$ cat src/rtl/wb_cfg_arb_pkg.sv
// wb_cfg_arb_pkg
// Shared definitions for the Wishbone configuration arbiter:
//   - FSM state encodings (plain 2-bit constants plus a matching enum for debug views)
//   - WB_SEL_ALL : byte-select value driven on every access (always full word)
//   - CNT_W      : width of the ack-timeout counter (TIMEOUT is limited to 1..255)
package wb_cfg_arb_pkg;

  localparam logic [1:0] S_IDLE   = 2'd0;
  localparam logic [1:0] S_STROBE = 2'd1;
  localparam logic [1:0] S_WAIT   = 2'd2;
  localparam logic [1:0] S_RESP   = 2'd3;

  typedef enum logic [1:0] {
    ST_IDLE   = 2'd0,
    ST_STROBE = 2'd1,
    ST_WAIT   = 2'd2,
    ST_RESP   = 2'd3
  } arb_state_e;

  localparam logic [3:0] WB_SEL_ALL = 4'b1111;

  localparam int CNT_W = 8;

endpackage

$ cat src/rtl/wb_cfg_arbiter_if.sv
// wb_cfg_arbiter_if
// Wishbone classic/pipelined master bus used between the arbiter and a
// configuration slave.
//   master modport : drives cyc/stb/we/adr/sel/dat, receives ack/err/rty/stall/dat
//   slave  modport : the mirror image
// Signal names keep the master-side _o/_i suffixes so they read the same in
// the arbiter and on the bus.
interface wb_cfg_arbiter_if #(
  parameter int ADDR_WIDTH = 4
);

  logic                  wb_cyc_o;
  logic                  wb_stb_o;
  logic                  wb_we_o;
  logic [ADDR_WIDTH-1:0] wb_adr_o;
  logic [3:0]            wb_sel_o;
  logic [31:0]           wb_dat_o;
  logic                  wb_ack_i;
  logic                  wb_err_i;
  logic                  wb_rty_i;
  logic                  wb_stall_i;
  logic [31:0]           wb_dat_i;

  modport master (
    output wb_cyc_o, wb_stb_o, wb_we_o, wb_adr_o, wb_sel_o, wb_dat_o,
    input  wb_ack_i, wb_err_i, wb_rty_i, wb_stall_i, wb_dat_i
  );

  modport slave (
    input  wb_cyc_o, wb_stb_o, wb_we_o, wb_adr_o, wb_sel_o, wb_dat_o,
    output wb_ack_i, wb_err_i, wb_rty_i, wb_stall_i, wb_dat_i
  );

endinterface

$ cat src/rtl/rr_arb2.sv
// rr_arb2
// Two-way round-robin grant with a last-grant pointer.
//   clk_i, rst_i : clock, asynchronous active-high reset
//   i_req[1:0]   : request vector
//   i_adv        : a grant was taken this cycle; update the pointer
//   o_gnt[1:0]   : one-hot (or zero) grant, combinational
// The pointer resets to 1 so requester 0 wins the first contended cycle.
module rr_arb2 (
  input  logic       clk_i,
  input  logic       rst_i,
  input  logic [1:0] i_req,
  input  logic       i_adv,
  output logic [1:0] o_gnt
);

  logic r_last;

  // Grant select: a lone requester always wins, a tie goes to the one not served last.
  always_comb begin
    o_gnt = 2'b00;
    if (i_req == 2'b11) begin
      o_gnt = r_last ? 2'b01 : 2'b10;
    end else begin
      o_gnt = i_req;
    end
  end

  // Last-grant pointer, updated only when the grant is actually consumed.
  always_ff @(posedge clk_i or posedge rst_i) begin
    if (rst_i) begin
      r_last <= 1'b1;
    end else if (i_adv) begin
      r_last <= o_gnt[1];
    end else begin
      r_last <= r_last;
    end
  end

endmodule

$ cat src/rtl/wb_cfg_arbiter.sv
// wb_cfg_arbiter
// Arbitrates two simple request/response ports onto one Wishbone master bus,
// one transaction at a time.
//   clk_i, rst_i          : clock, asynchronous active-high reset
//   reqN_valid/we/adr/dat : request from requester N (N = 0,1)
//   reqN_ready_o          : request accepted this cycle (combinational, IDLE only)
//   rspN_valid/dat/err_o  : one-cycle response pulse; dat/err hold between pulses
//   wb                    : Wishbone master bus (wb_cfg_arbiter_if.master)
// Parameters: ADDR_WIDTH (bus address width), TIMEOUT (ack wait limit, 1..255).
module wb_cfg_arbiter
  import wb_cfg_arb_pkg::*;
#(
  parameter int ADDR_WIDTH = 4,
  parameter int TIMEOUT    = 15
) (
  input  logic                  clk_i,
  input  logic                  rst_i,
  input  logic                  req0_valid_i,
  input  logic                  req0_we_i,
  input  logic [ADDR_WIDTH-1:0] req0_adr_i,
  input  logic [31:0]           req0_dat_i,
  output logic                  req0_ready_o,
  output logic                  rsp0_valid_o,
  output logic [31:0]           rsp0_dat_o,
  output logic                  rsp0_err_o,
  input  logic                  req1_valid_i,
  input  logic                  req1_we_i,
  input  logic [ADDR_WIDTH-1:0] req1_adr_i,
  input  logic [31:0]           req1_dat_i,
  output logic                  req1_ready_o,
  output logic                  rsp1_valid_o,
  output logic [31:0]           rsp1_dat_o,
  output logic                  rsp1_err_o,
  wb_cfg_arbiter_if.master      wb
);

  localparam logic [CNT_W-1:0] TIMEOUT_M1 = CNT_W'(TIMEOUT - 1);

  logic [1:0]            r_state;
  logic [1:0]            w_state_nxt;
  logic                  r_gnt_idx;
  logic                  r_we;
  logic [ADDR_WIDTH-1:0] r_adr;
  logic [31:0]           r_dat;
  logic [CNT_W-1:0]      r_cnt;
  logic [1:0]            r_rsp_valid;
  logic [31:0]           r_rsp0_dat;
  logic [31:0]           r_rsp1_dat;
  logic                  r_rsp0_err;
  logic                  r_rsp1_err;
  logic [1:0]            w_gnt;
  logic                  w_accept;
  logic                  w_done;
  logic                  w_done_err;
  logic [31:0]           w_done_dat;
  logic                  w_bus_term;

  rr_arb2 u_rr_arb2 (
    .clk_i (clk_i),
    .rst_i (rst_i),
    .i_req ({req1_valid_i, req0_valid_i}),
    .i_adv (w_accept),
    .o_gnt (w_gnt)
  );

  // Ready is gated with rst_i so it is low while reset is held, not just after.
  assign req0_ready_o = (r_state == S_IDLE) && w_gnt[0] && !rst_i;
  assign req1_ready_o = (r_state == S_IDLE) && w_gnt[1] && !rst_i;
  assign w_accept     = req0_ready_o || req1_ready_o;

  assign w_bus_term = wb.wb_ack_i || wb.wb_err_i || wb.wb_rty_i;

  // Completion detect: slave termination (ack beats err/rty) or wait timeout.
  always_comb begin
    w_done     = 1'b0;
    w_done_err = 1'b0;
    w_done_dat = 32'd0;
    case (r_state)
      S_STROBE: begin
        if (!wb.wb_stall_i && w_bus_term) begin
          w_done     = 1'b1;
          w_done_err = !wb.wb_ack_i;
          w_done_dat = (wb.wb_ack_i && !r_we) ? wb.wb_dat_i : 32'd0;
        end else begin
          w_done = 1'b0;
        end
      end
      S_WAIT: begin
        if (w_bus_term) begin
          w_done     = 1'b1;
          w_done_err = !wb.wb_ack_i;
          w_done_dat = (wb.wb_ack_i && !r_we) ? wb.wb_dat_i : 32'd0;
        end else if (r_cnt == TIMEOUT_M1) begin
          w_done     = 1'b1;
          w_done_err = 1'b1;
        end else begin
          w_done = 1'b0;
        end
      end
      default: begin
        w_done = 1'b0;
      end
    endcase
  end

  // Next-state decode.
  always_comb begin
    w_state_nxt = r_state;
    case (r_state)
      S_IDLE:   w_state_nxt = w_accept ? S_STROBE : S_IDLE;
      S_STROBE: begin
        if (wb.wb_stall_i) begin
          w_state_nxt = S_STROBE;
        end else begin
          w_state_nxt = w_done ? S_RESP : S_WAIT;
        end
      end
      S_WAIT:   w_state_nxt = w_done ? S_RESP : S_WAIT;
      S_RESP:   w_state_nxt = S_IDLE;
      default:  w_state_nxt = S_IDLE;
    endcase
  end

  // State register.
  always_ff @(posedge clk_i or posedge rst_i) begin
    if (rst_i) begin
      r_state <= S_IDLE;
    end else begin
      r_state <= w_state_nxt;
    end
  end

  // Wait counter: zero outside WAIT, so it is clear on every WAIT entry.
  always_ff @(posedge clk_i or posedge rst_i) begin
    if (rst_i) begin
      r_cnt <= {CNT_W{1'b0}};
    end else if (r_state == S_WAIT) begin
      r_cnt <= r_cnt + CNT_W'(1);
    end else begin
      r_cnt <= {CNT_W{1'b0}};
    end
  end

  // Request latch and owner, captured at accept and held for the whole transaction.
  always_ff @(posedge clk_i or posedge rst_i) begin
    if (rst_i) begin
      r_gnt_idx <= 1'b0;
      r_we      <= 1'b0;
      r_adr     <= {ADDR_WIDTH{1'b0}};
      r_dat     <= 32'd0;
    end else if (w_accept) begin
      r_gnt_idx <= w_gnt[1];
      r_we      <= w_gnt[1] ? req1_we_i  : req0_we_i;
      r_adr     <= w_gnt[1] ? req1_adr_i : req0_adr_i;
      r_dat     <= w_gnt[1] ? req1_dat_i : req0_dat_i;
    end else begin
      r_gnt_idx <= r_gnt_idx;
      r_we      <= r_we;
      r_adr     <= r_adr;
      r_dat     <= r_dat;
    end
  end

  // Response registers: valid pulses during RESP, data/err hold until the next response.
  always_ff @(posedge clk_i or posedge rst_i) begin
    if (rst_i) begin
      r_rsp_valid <= 2'b00;
      r_rsp0_dat  <= 32'd0;
      r_rsp1_dat  <= 32'd0;
      r_rsp0_err  <= 1'b0;
      r_rsp1_err  <= 1'b0;
    end else begin
      r_rsp_valid <= 2'b00;
      if (w_done) begin
        if (r_gnt_idx) begin
          r_rsp_valid[1] <= 1'b1;
          r_rsp1_dat     <= w_done_dat;
          r_rsp1_err     <= w_done_err;
        end else begin
          r_rsp_valid[0] <= 1'b1;
          r_rsp0_dat     <= w_done_dat;
          r_rsp0_err     <= w_done_err;
        end
      end else begin
        r_rsp0_dat <= r_rsp0_dat;
        r_rsp1_dat <= r_rsp1_dat;
        r_rsp0_err <= r_rsp0_err;
        r_rsp1_err <= r_rsp1_err;
      end
    end
  end

  assign rsp0_valid_o = r_rsp_valid[0];
  assign rsp1_valid_o = r_rsp_valid[1];
  assign rsp0_dat_o   = r_rsp0_dat;
  assign rsp1_dat_o   = r_rsp1_dat;
  assign rsp0_err_o   = r_rsp0_err;
  assign rsp1_err_o   = r_rsp1_err;

  // cyc/stb decode straight from the state flop, so an async reset drops them at once.
  assign wb.wb_cyc_o = (r_state == S_STROBE) || (r_state == S_WAIT);
  assign wb.wb_stb_o = (r_state == S_STROBE);
  assign wb.wb_we_o  = r_we;
  assign wb.wb_adr_o = r_adr;
  assign wb.wb_dat_o = r_dat;
  assign wb.wb_sel_o = rst_i ? 4'b0000 : WB_SEL_ALL;

endmodule

$ cat src/flat_wrapper.sv
// flat-port wrapper written by rule: the top's interface ports become plain ports
module wb_cfg_arbiter_flat import wb_cfg_arb_pkg::*;
#(
  parameter int ADDR_WIDTH = 4,
  parameter int TIMEOUT    = 15
)
  (clk_i, rst_i, req0_valid_i, req0_we_i, req0_adr_i, req0_dat_i, req0_ready_o, rsp0_valid_o, rsp0_dat_o, rsp0_err_o, req1_valid_i, req1_we_i, req1_adr_i, req1_dat_i, req1_ready_o, rsp1_valid_o, rsp1_dat_o, rsp1_err_o, wb_wb_cyc_o, wb_wb_stb_o, wb_wb_we_o, wb_wb_adr_o, wb_wb_sel_o, wb_wb_dat_o, wb_wb_ack_i, wb_wb_err_i, wb_wb_rty_i, wb_wb_stall_i, wb_wb_dat_i);
  wb_cfg_arbiter_if #(.ADDR_WIDTH(ADDR_WIDTH)) wb_i ();
  input  logic clk_i;
  input  logic rst_i;
  input  logic req0_valid_i;
  input  logic req0_we_i;
  input  logic [ADDR_WIDTH-1:0] req0_adr_i;
  input  logic [31:0] req0_dat_i;
  output logic req0_ready_o;
  output logic rsp0_valid_o;
  output logic [31:0] rsp0_dat_o;
  output logic rsp0_err_o;
  input  logic req1_valid_i;
  input  logic req1_we_i;
  input  logic [ADDR_WIDTH-1:0] req1_adr_i;
  input  logic [31:0] req1_dat_i;
  output logic req1_ready_o;
  output logic rsp1_valid_o;
  output logic [31:0] rsp1_dat_o;
  output logic rsp1_err_o;
  output wire logic [$bits(wb_i.wb_cyc_o)-1:0] wb_wb_cyc_o;
  output wire logic [$bits(wb_i.wb_stb_o)-1:0] wb_wb_stb_o;
  output wire logic [$bits(wb_i.wb_we_o)-1:0] wb_wb_we_o;
  output wire logic [$bits(wb_i.wb_adr_o)-1:0] wb_wb_adr_o;
  output wire logic [$bits(wb_i.wb_sel_o)-1:0] wb_wb_sel_o;
  output wire logic [$bits(wb_i.wb_dat_o)-1:0] wb_wb_dat_o;
  input wire logic [$bits(wb_i.wb_ack_i)-1:0] wb_wb_ack_i;
  input wire logic [$bits(wb_i.wb_err_i)-1:0] wb_wb_err_i;
  input wire logic [$bits(wb_i.wb_rty_i)-1:0] wb_wb_rty_i;
  input wire logic [$bits(wb_i.wb_stall_i)-1:0] wb_wb_stall_i;
  input wire logic [$bits(wb_i.wb_dat_i)-1:0] wb_wb_dat_i;
  assign wb_wb_cyc_o = wb_i.wb_cyc_o;
  assign wb_wb_stb_o = wb_i.wb_stb_o;
  assign wb_wb_we_o = wb_i.wb_we_o;
  assign wb_wb_adr_o = wb_i.wb_adr_o;
  assign wb_wb_sel_o = wb_i.wb_sel_o;
  assign wb_wb_dat_o = wb_i.wb_dat_o;
  assign wb_i.wb_ack_i = wb_wb_ack_i;
  assign wb_i.wb_err_i = wb_wb_err_i;
  assign wb_i.wb_rty_i = wb_wb_rty_i;
  assign wb_i.wb_stall_i = wb_wb_stall_i;
  assign wb_i.wb_dat_i = wb_wb_dat_i;
  wb_cfg_arbiter #(.ADDR_WIDTH(ADDR_WIDTH), .TIMEOUT(TIMEOUT)) u_core (.clk_i(clk_i), .rst_i(rst_i), .req0_valid_i(req0_valid_i), .req0_we_i(req0_we_i), .req0_adr_i(req0_adr_i), .req0_dat_i(req0_dat_i), .req0_ready_o(req0_ready_o), .rsp0_valid_o(rsp0_valid_o), .rsp0_dat_o(rsp0_dat_o), .rsp0_err_o(rsp0_err_o), .req1_valid_i(req1_valid_i), .req1_we_i(req1_we_i), .req1_adr_i(req1_adr_i), .req1_dat_i(req1_dat_i), .req1_ready_o(req1_ready_o), .rsp1_valid_o(rsp1_valid_o), .rsp1_dat_o(rsp1_dat_o), .rsp1_err_o(rsp1_err_o), .wb(wb_i));
endmodule
$ cat config.mk
export PLATFORM = sky130hd
export DESIGN_NAME = wb_cfg_arbiter_flat
export DESIGN_NICKNAME = d
export VERILOG_FILES = /design/src/rtl/wb_cfg_arb_pkg.sv /design/src/rtl/wb_cfg_arbiter_if.sv /design/src/rtl/rr_arb2.sv /design/src/rtl/wb_cfg_arbiter.sv /design/src/flat_wrapper.sv
export SDC_FILE = /design/constraint.sdc
export NUM_CORES = 1
export LEC_CHECK = 0
export ABC_CLOCK_PERIOD_IN_PS = 10000
export BUFFER_PORTS_ARGS = -buffer_cell sky130_fd_sc_hd__buf_2
export CELL_PAD_IN_SITES_DETAIL_PLACEMENT = 1
export CELL_PAD_IN_SITES_GLOBAL_PLACEMENT = 1
export CORE_MARGIN = 8
export CORE_UTILIZATION = 39
export DETAILED_ROUTE_END_ITERATION = 8
export PLACE_DENSITY = 0.9
export SYNTH_ARGS = -nofsm -noshare
export SYNTH_HDL_FRONTEND = slang
export SYNTH_SLANG_ARGS = --single-unit
$ cat constraint.sdc
create_clock -name clk_i -period 10 [get_ports clk_i]
set_input_delay 1 -clock clk_i [delete_from_list [all_inputs] [get_ports clk_i]]
set_output_delay 1 -clock clk_i [all_outputs]
set_load 0.005 [all_outputs]
==> flow_metrics.env, run 1 <==
export IMPL_status="finished clean"
export IMPL_cts_repair_resized=0
export IMPL_drcViolationCount=0
export IMPL_crit_reg2reg_capture="u_core.rsp0_dat_o[23]"
export IMPL_clk_latency_ns=0.41
export IMPL_post_route_util=0.534
export IMPL_num_vias=4253
export IMPL_power_density_nw_per_um2=237
export IMPL_finalCriticalPeriod_ns=3.66
export IMPL_synth_area_um2=5310
export IMPL_hold_slack_ns=0.512
export IMPL_finalSetupTns_ns=0
export IMPL_hold_buffers=0
export IMPL_grtUsageTotal=0.187
export IMPL_relSlewSlack=0.490
export IMPL_synthArstFlopShare=1.00
export IMPL_syn_nets=600
export IMPL_synthTopCellsByArea="dfrtp_1, mux2i_1, inv_1"
export IMPL_yosysWarningCount=0
export IMPL_arrival_ns=2.66
export IMPL_start_util=0.399
export IMPL_worst_slew_pin_slew_ns=0.765
export IMPL_dieArea_um2=17600
export IMPL_ys_seq_area_frac=0.552
export IMPL_numCtsBuffers=17
export IMPL_fmax_mhz=273
export IMPL_yosysTopAreaCell="dfrtp_1"
export IMPL_drive_above_1_share=0.377
export IMPL_cts_buffer_depth=2
export IMPL_p_comb_frac=0.261
export IMPL_holdPathEnd="u_core.r_cnt[0]"
export IMPL_drt_iter0_drc=156
export IMPL_synthAdderAreaFrac=0.0141
export IMPL_p_leak_nw=3.46
export IMPL_r2r_start="u_core.r_state[0]"
export IMPL_reg2reg_setup_slack_ns=7.56
export IMPL_core_area_um2=13300
export IMPL_synth_commonest_cells="dfrtp_1, mux2i_1, inv_1"
export IMPL_path_clk_slew_ns=0.05
export IMPL_swShare=0.309
export IMPL_die_w_um=133
export IMPL_cts_tree="yes"
export IMPL_yosysMostFrequentCell="dfrtp_1"
export IMPL_antenna_found_initial=0
export IMPL_seqCellArea_um2=2930
export IMPL_n_fill_cell=1538
export IMPL_htree_levels=4
export IMPL_rsz0062_at_grt="false"
export IMPL_synthSimpleGateAreaFrac=0.0766
export IMPL_root_buffer="clkbuf_16"
export IMPL_synth_seq_cells=117
export IMPL_first_global_vias=5030
export IMPL_pin_count=227
export IMPL_ys_types=34
export IMPL_period_share=0.366
export IMPL_grt_pass1_wl_um=26200
export IMPL_slew_violations=0
export IMPL_overflow=0
export IMPL_cts_sinks=117
export IMPL_hpwl_um=12400
export IMPL_wire_per_inst_um=18.2
export IMPL_cp_end_kind="output pin"
export IMPL_min_from="u_core.r_cnt[0]"
export IMPL_p_sw_mw=0.520
export IMPL_synth_top_family_by_area="multiplexers"
export IMPL_synth_edff_count=0
export IMPL_worstSetupStartpointType="input port"
export IMPL_multiInputGateArea_um2=1900
export IMPL_numPortBuffers=226
export IMPL_ant_nets=0
export IMPL_setup_viol=0
export IMPL_syn_inst=480
export IMPL_routed_wl_um=16200
export IMPL_hold_class="reg2reg"
export IMPL_pwr_share_clk=0.361
export IMPL_post_cts_buffers=0
export IMPL_p_int_mw=1.16
export IMPL_vdd_drop_max_uv=240
export IMPL_path_max_fanout=63
export IMPL_hold_viol_final=0
export IMPL_required_ns=9.00
export IMPL_seqPwrFrac=0.378
export IMPL_yosys_area_top_type_share=0.547
export IMPL_nets=824
export IMPL_antenna_cells=0
export IMPL_synth_compound_area_frac=0.0537
export IMPL_syn_to_final_growth_pct=33.6
export IMPL_synth_xor_area_frac=0.00990
export IMPL_ys_flop_type="dfrtp_1"
export IMPL_synthMuxAreaShare=0.196
export IMPL_grt_max_degree=76
export IMPL_firstDrtPassIters=4
export IMPL_core_rowCount=42
export IMPL_critPathKind="in2out"
export IMPL_gp_congestion=0.790
export IMPL_fin_skew_ns=0.00844
export IMPL_holdPathStages=1
export IMPL_viasPerCell=4.76
export IMPL_maxCapViolations=0
export IMPL_die_h_um=133
export IMPL_r2r_cells=7
export IMPL_synth_area_per_cell_um2=11.1
==> worst max-delay path, stage by stage <==
cell and delay, ns:
buf_2 0.12, inv_4 0.52, buf_4 0.73, buf_2 0.24
==> cell type report <==
cell class	instances	share of cell area
flip-flops and latches	117	0.413
multi-input cells	262	0.267
repair buffers	232	0.166
clock buffers	23	0.0659
inverters	74	0.0395
well taps	176	0.0310
clock inverters	9	0.0178
==> cell usage in the layout, fill, tap and decap left out, types with 2 or more instances in the layout <==
master	n
inv_1	73
buf_2	226
a211oi_4	3
nor3_1	2
xor2_1	4
and2_1	2
mux2i_1	104
buf_4	6
clkinv_2	4
xnor2_1	2
clkbuf_1	4
nor2_1	46
a21oi_1	39
ha_1	6
clkbuf_16	17
nand2_1	38
clkbuf_8	2
dfrtp_1	116
bufinv_16	3
==> through the flow <==
step	std cells	cell area, um2	setup WS [ns]	power (mW)
2_1_floorplan	480	5310	5.14	0.889
6_report	893	7100	6.34	1.68
3_3_place_gp	861	6500	6.33	1.07
3_5_place_dp	861	6500	6.25	1.09
4_1_cts	893	7100	6.25	1.71
5_1_grt	893	7100	6.08	1.78
==> flip-flops by register name (all words and copies together), names as in the netlist, named ones only <==
register,cells
u_core.rsp0_err_o,1
u_core.u_rr_arb2.r_last,1
u_core.r_rsp_valid,2
u_core.r_state,1
u_core.rsp1_dat_o,32
u_core.rsp1_err_o,1
u_core.wb.wb_dat_o,32
u_core.wb.wb_we_o,1
u_core.r_gnt_idx,1
u_core.rsp0_dat_o,32
u_core.wb.wb_adr_o,4
u_core.r_cnt,8
==> how the worst max path moves through the flow <==
stage                     cells after the start             end  startpoint  slack [ns]
after floorplan                               2  wb_wb_sel_o[1]       rst_i        5.14
after CTS                                     4  wb_wb_sel_o[0]       rst_i        6.25
after global placement                        4  wb_wb_sel_o[0]       rst_i        6.33
after global routing                          4  wb_wb_sel_o[0]       rst_i        6.08
final                                         4  wb_wb_sel_o[0]       rst_i        6.34
after detailed placement                      4  wb_wb_sel_o[0]       rst_i        6.25
==> logic make-up after synthesis <==
| group | Yosys count |
|---|---|
| DFF | 117 |
| adders and majority gates | 6 |
| AOI/OAI and AO/OA | 49 |
| xor gates and xnor gates | 6 |
| buffers and inverters | 101 |
| and+or+nand+nor | 97 |
| muxes | 104 |
==> per-layer routing <==
metal / routed length, um / track usage / part of all wire
met5: 0 / 0 / 0
met4: 239 / 0.0719 / 0.015
met3: 1590 / 0.0893 / 0.098
met2: 7850 / 0.315 / 0.48
met1: 6540 / 0.199 / 0.40
==> power by group through the flow <==
stage / Combinational [mW] / Sequential, mW / Clock (mW)
after global placement: 0.428 / 0.637 / 0
final: 0.439 / 0.637 / 0.608
after detailed placement: 0.449 / 0.641 / 0
after CTS: 0.452 / 0.638 / 0.624
after global routing: 0.491 / 0.650 / 0.643
after floorplan: 0.248 / 0.641 / 0
(Power assumes the default switching activity.)
==> run 2: changes to the inputs <==
ABC_CLOCK_PERIOD_IN_PS = 3700   (was 10000)
CORE_UTILIZATION = 36   (was 39)
PLACE_DENSITY = 0.84   (was 0.9)
clock period = 3.7 ns   (was 10 ns; I/O delays follow)
==> flow_metrics.env, run 2 (synthesis results as in run 1) <==
export IMPL_root_buffer="clkbuf_16"
export IMPL_pin_count=227
export IMPL_viasPerCell=4.69
export IMPL_path_max_fanout=47
export IMPL_path_cells="inv_1 > ha_1 > nor2b_1 > o21a_2 > buf_4 > nor2_1 > a21oi_1"
export IMPL_n_fill_cell=1678
export IMPL_htree_levels=4
export IMPL_critical_path_buf_inv_count=2
export IMPL_status="finished clean"
export IMPL_cp_end_kind="flip-flop"
export IMPL_final_cell_mix="buf_2, dfrtp_1, mux2i_1, inv_1, nor2_1"
export IMPL_totalPowerFinal_mw=4.42
export IMPL_grtUsageTotal=0.175
export IMPL_seqCellArea_um2=2930
export IMPL_path_clk_slew_ns=0.06
export IMPL_mostFrequentLayoutCell="buf_2"
export IMPL_drcViolationCount=0
export IMPL_arrival_ns=2.74
export IMPL_pwr_share_clk=0.346
export IMPL_cts_sinks=117
export IMPL_p_comb_frac=0.263
export IMPL_relSlewSlack=0.567
export IMPL_rsz0062_at_grt="false"
export IMPL_period_share=0.651
export IMPL_num_vias=4238
export IMPL_power_density_nw_per_um2=624
export IMPL_critPathKind="reg2reg"
export IMPL_clk_latency_ns=0.40
export IMPL_routed_wl_um=15900
export IMPL_hold_viol_final=0
export IMPL_start_util=0.367
export IMPL_wire_per_inst_um=17.6
export IMPL_multiInputGateArea_um2=1900
export IMPL_grt_pass1_wl_um=25800
export IMPL_antenna_found_initial=1
export IMPL_cts_repair_resized=0
export IMPL_swShare=0.326
export IMPL_seqPwrFrac=0.391
export IMPL_hpwl_um=12300
export IMPL_max_stage_delay_ns=0.56
export IMPL_antenna_cells=0
export IMPL_core_rowCount=44
export IMPL_dieArea_um2=18900
export IMPL_die_h_um=137
export IMPL_fin_skew_ns=0.00945
export IMPL_grt_max_degree=53
export IMPL_nets=826
export IMPL_die_w_um=137
export IMPL_drive_above_1_share=0.382
export IMPL_cts_buffer_depth=2
export IMPL_worst_slew_pin_slew_ns=0.649
export IMPL_drt_iter0_drc=97
export IMPL_finalSetupTns_ns=0
export IMPL_maxCapViolations=0
export IMPL_numCtsBuffers=17
export IMPL_p_leak_nw=3.44
export IMPL_worstSetupStartpointType="flip-flop"
export IMPL_p_int_mw=2.98
export IMPL_ant_nets=0
export IMPL_p_sw_mw=1.44
export IMPL_slew_violations=0
export IMPL_vdd_drop_max_uv=297
export IMPL_core_area_um2=14500
export IMPL_critPathSlowestCell="o21a_2"
export IMPL_overflow=0
export IMPL_fmax_mhz=415
export IMPL_cp_top_family="compound AO/OA/AOI/OAI gates"
export IMPL_finalCriticalPeriod_ns=2.41
export IMPL_required_ns=4.03
export IMPL_numPortBuffers=226
export IMPL_firstDrtPassIters=4
export IMPL_first_global_vias=5084
export IMPL_cts_tree="yes"
export IMPL_gp_congestion=0.778
export IMPL_setup_viol=0
export IMPL_syn_to_final_growth_pct=33.5
export IMPL_hold_class="in2reg"
-- run 2: cell count changes in the layout (fill, tap and decap cells not counted), sizes merged --
| cell | before | now |
|---|---|---|
| clkbuf | 23 | 17 |
| clkinv | 5 | 8 |
| clkinvlp | 1 | 4 |
| bufinv | 3 | 1 |
| inv | 74 | 76 |
| buf | 232 | 233 |
| dlygate4sd3 | 0 | 1 |
-- run 2: worst register-to-register path: stages, from the launching register on --
cell	delay [ns]
dfrtp_1	0.40
inv_1	0.12
ha_1	0.19
nor2b_1	0.33
o21a_2	0.56
buf_4	0.50
nor2_1	0.09
a21oi_1	0.14
-- run 2: layout make-up --
cell class / instances / area share
well taps: 184 / 0.0325
clock buffers: 17 / 0.0600
multi-input cells: 262 / 0.267
repair buffers: 234 / 0.168
clock inverters: 15 / 0.0187
flip-flops and latches: 117 / 0.413
inverters: 74 / 0.0395
-- run 2: final timing paths --
kind	start	endpoint	slack, ns	depth (start not counted)
hold reg to reg	u_core.r_cnt[0]	u_core.r_cnt[0]	0.50	1
max in group asynchronous	rst_i	u_core.rsp0_dat_o[7]	2.22	4
min in group asynchronous	rst_i	u_core.r_state[0]	0.51	3
hold / removal	wb_wb_ack_i	u_core.rsp1_err_o	0.19	2
setup reg to reg	u_core.r_state[0]	u_core.wb.wb_dat_o[27]	1.29	7
setup / recovery	u_core.r_state[0]	u_core.wb.wb_dat_o[27]	1.29	7
-- run 2: power groups by stage --
stage	logic [mW]	clock network, mW	registers, mW
after floorplan	0.670	0	1.73
after global placement	1.14	0	1.73
after detailed placement	1.19	0	1.74
after CTS	1.19	1.58	1.73
after global routing	1.32	1.63	1.76
final	1.16	1.53	1.73
-- run 2: routing by layer --
layer	track usage	vias to the layer above	wire length [um]
li1	-	1992	-
met1	0.192	2049	6440
met2	0.295	178	7510
met3	0.0788	17	1780
met4	0.0561	2	172
met5	0	-	13
-- run 2: metrics by stage --
step           worst slack, ns  hold slack [ns]  utilization  area (um2)  instances
5_1_grt                  0.951            0.187        0.489        7090        903
2_1_floorplan           0.0994            0.433            -        5310        480
6_report                  1.29            0.194        0.489        7090        903
3_5_place_dp              1.28            0.367        0.450        6520        870
3_3_place_gp              1.47            0.360        0.450        6520        870
4_1_cts                   1.25            0.182        0.489        7090        903
-- run 2: repair_timing --
action | CTS | global route
hold buffers | 1 | 0
hold endpoints to repair | 19 | 0
setup buffers | 0 | 0
==> run 3: changes to the inputs <==
ABC_CLOCK_PERIOD_IN_PS = 2200   (was 3700)
CORE_UTILIZATION = 32   (was 36)
PLACE_DENSITY = 0.8   (was 0.84)
clock period = 2.2 ns   (was 3.7 ns; I/O delays follow)
==> flow_metrics.env, run 3 (synthesis results as in run 1) <==
export IMPL_dpl_cell_area_um2=6640
export IMPL_antenna_cells=0
export IMPL_core_rowCount=47
export IMPL_placedCellCount=907
export IMPL_max_stage_delay_ns=0.38
export IMPL_p_leak_nw=3.51
export IMPL_required_ns=2.53
export IMPL_status="finished clean"
export IMPL_nets=829
export IMPL_hold_class="in2reg"
export IMPL_setup_viol=0
export IMPL_gp_congestion=0.750
export IMPL_wire_per_inst_um=17.1
export IMPL_worstSetupStartpointType="flip-flop"
export IMPL_first_global_vias=4661
export IMPL_slew_violations=0
export IMPL_relSlewSlack=0.421
export IMPL_pwr_share_clk=0.365
export IMPL_path_max_fanout=34
export IMPL_final_area_um2=7290
export IMPL_holdPathStages=2
export IMPL_hold_viol_final=0
export IMPL_p_comb_frac=0.264
export IMPL_pin_count=227
export IMPL_hold_buffers=0
export IMPL_fin_skew_ns=0.00809
export IMPL_numCtsBuffers=17
export IMPL_start_util=0.324
export IMPL_n_fill_cell=1856
export IMPL_p_sw_mw=2.44
export IMPL_fmax_mhz=486
export IMPL_overflow=0
export IMPL_hpwl_um=11800
export IMPL_path_clk_slew_ns=0.06
export IMPL_rsz0062_at_grt="false"
export IMPL_htree_levels=4
export IMPL_die_h_um=145
export IMPL_root_buffer="clkbuf_16"
export IMPL_die_w_um=145
export IMPL_seqPwrFrac=0.371
export IMPL_core_area_um2=16400
export IMPL_drive_above_1_share=0.388
export IMPL_numPortBuffers=226
export IMPL_ant_nets=0
export IMPL_syn_to_final_growth_pct=37.2
export IMPL_grtUsageTotal=0.156
export IMPL_vdd_drop_max_uv=537
export IMPL_path_cells="inv_1 > ha_1 > nand2b_1 > a21o_1 > a211oi_4 > buf_12 > mux2i_1"
export IMPL_cts_sinks=117
export IMPL_grt_max_degree=76
export IMPL_mostFrequentLayoutCell="buf_2"
export IMPL_power_density_nw_per_um2=1060
export IMPL_cp_end_kind="flip-flop"
export IMPL_p_int_mw=5.31
export IMPL_cts_buffer_depth=2
export IMPL_worst_slew_pin_slew_ns=0.869
export IMPL_clk_latency_ns=0.42
export IMPL_antenna_found_initial=0
export IMPL_drcViolationCount=0
export IMPL_cts_tree="yes"
export IMPL_maxCapViolations=0
export IMPL_final_cell_mix="buf_2, dfrtp_1, mux2i_1, inv_1, nor2_1"
export IMPL_drt_iter0_drc=91
export IMPL_r2r_cells=7
export IMPL_swShare=0.315
export IMPL_routed_wl_um=16100
export IMPL_period_share=0.936
export IMPL_dieArea_um2=21000
export IMPL_finalNonFillerCells=942
export IMPL_critPathKind="reg2reg"
export IMPL_critPathSlowestCell="dfrtp_1"
export IMPL_finalSetupTns_ns=0
export IMPL_arrival_ns=2.39
export IMPL_grt_pass1_wl_um=24500
export IMPL_finalCriticalPeriod_ns=2.06
export IMPL_firstDrtPassIters=4
export IMPL_viasPerCell=4.45
export IMPL_num_vias=4193
run 3: cell count changes in the layout (fill, tap and decap cells not counted):
cell           change
nor2b_1            -1
bufinv_16          +2
dlygate4sd3_1      -1
nor2b_4            +1
buf_6              +1
buf_4              -3
inv_4              -1
clkinv_2           -1
buf_12             +4
clkbuf_16          +1
buf_8              +1
run 3: power by group through the flow:
stage	Combinational, mW	Clock [mW]	Sequential [mW]
6_report	2.05	2.83	2.88
4_1_cts	2.07	2.91	2.89
3_3_place_gp	2.01	0	2.90
3_5_place_dp	2.07	0	2.91
2_1_floorplan	1.13	0	2.92
5_1_grt	2.31	2.99	2.95
run 3: stage by stage:
stage / setup WS, ns / total power, mW / util / hold WS (ns)
final: 0.141 / 7.76 / 0.444 / 0.0270
after floorplan: -0.363 / 4.04 / - / 0.283
after CTS: 0.0406 / 7.87 / 0.441 / 0.00754
after detailed placement: 0.0713 / 4.98 / 0.404 / 0.461
after global placement: 0.229 / 4.90 / 0.404 / 0.449
after global routing: 0.00934 / 8.25 / 0.444 / 0.0318
run 3: worst max-delay path: cells and delay by family, from the launching register on:
| kind | cells | cell delay [ns] |
|---|---|---|
| compound gates | 2 | 0.55 |
| fa+ha+maj | 1 | 0.23 |
| buf+inv | 2 | 0.40 |
| flops | 1 | 0.38 |
| mux | 1 | 0.24 |
| simple gates | 1 | 0.15 |
run 3: final timing paths:
path,to,start,slack [ns]
setup / recovery,u_core.rsp1_dat_o[11],flip-flop,0.14
hold / removal,u_core.u_rr_arb2.r_last,req0_valid_i,0.03
setup reg to reg,u_core.rsp1_dat_o[11],flip-flop,0.14
hold reg to reg,u_core.r_cnt[0],u_core.r_cnt[0],0.50
max in group asynchronous,u_core.rsp0_dat_o[18],rst_i,1.39
min in group asynchronous,u_core.rsp0_dat_o[17],rst_i,0.15
run 3: cell type report:
cell class	instances	area, um2	share of cell area
inverters	74	282	0.0386
flip-flops and latches	117	2930	0.402
clock inverters	15	180	0.0247
clock buffers	17	425	0.0584
repair buffers	237	1290	0.177
multi-input cells	262	1900	0.261
well taps	220	275	0.0378
run 3: routing by layer:
layer | wire length [um] | GRT usage | share of wire
met3 | 1870 | 0.0669 | 0.12
met1 | 6740 | 0.185 | 0.42
met5 | 0 | 0 | 0
met4 | 218 | 0.0706 | 0.014
met2 | 7240 | 0.240 | 0.45
run 3: timing repair:
action                     4_1_cts  5_1_grt
setup endpoints to repair        0       16
gates resized for setup          0        4
setup buffers                    0        1
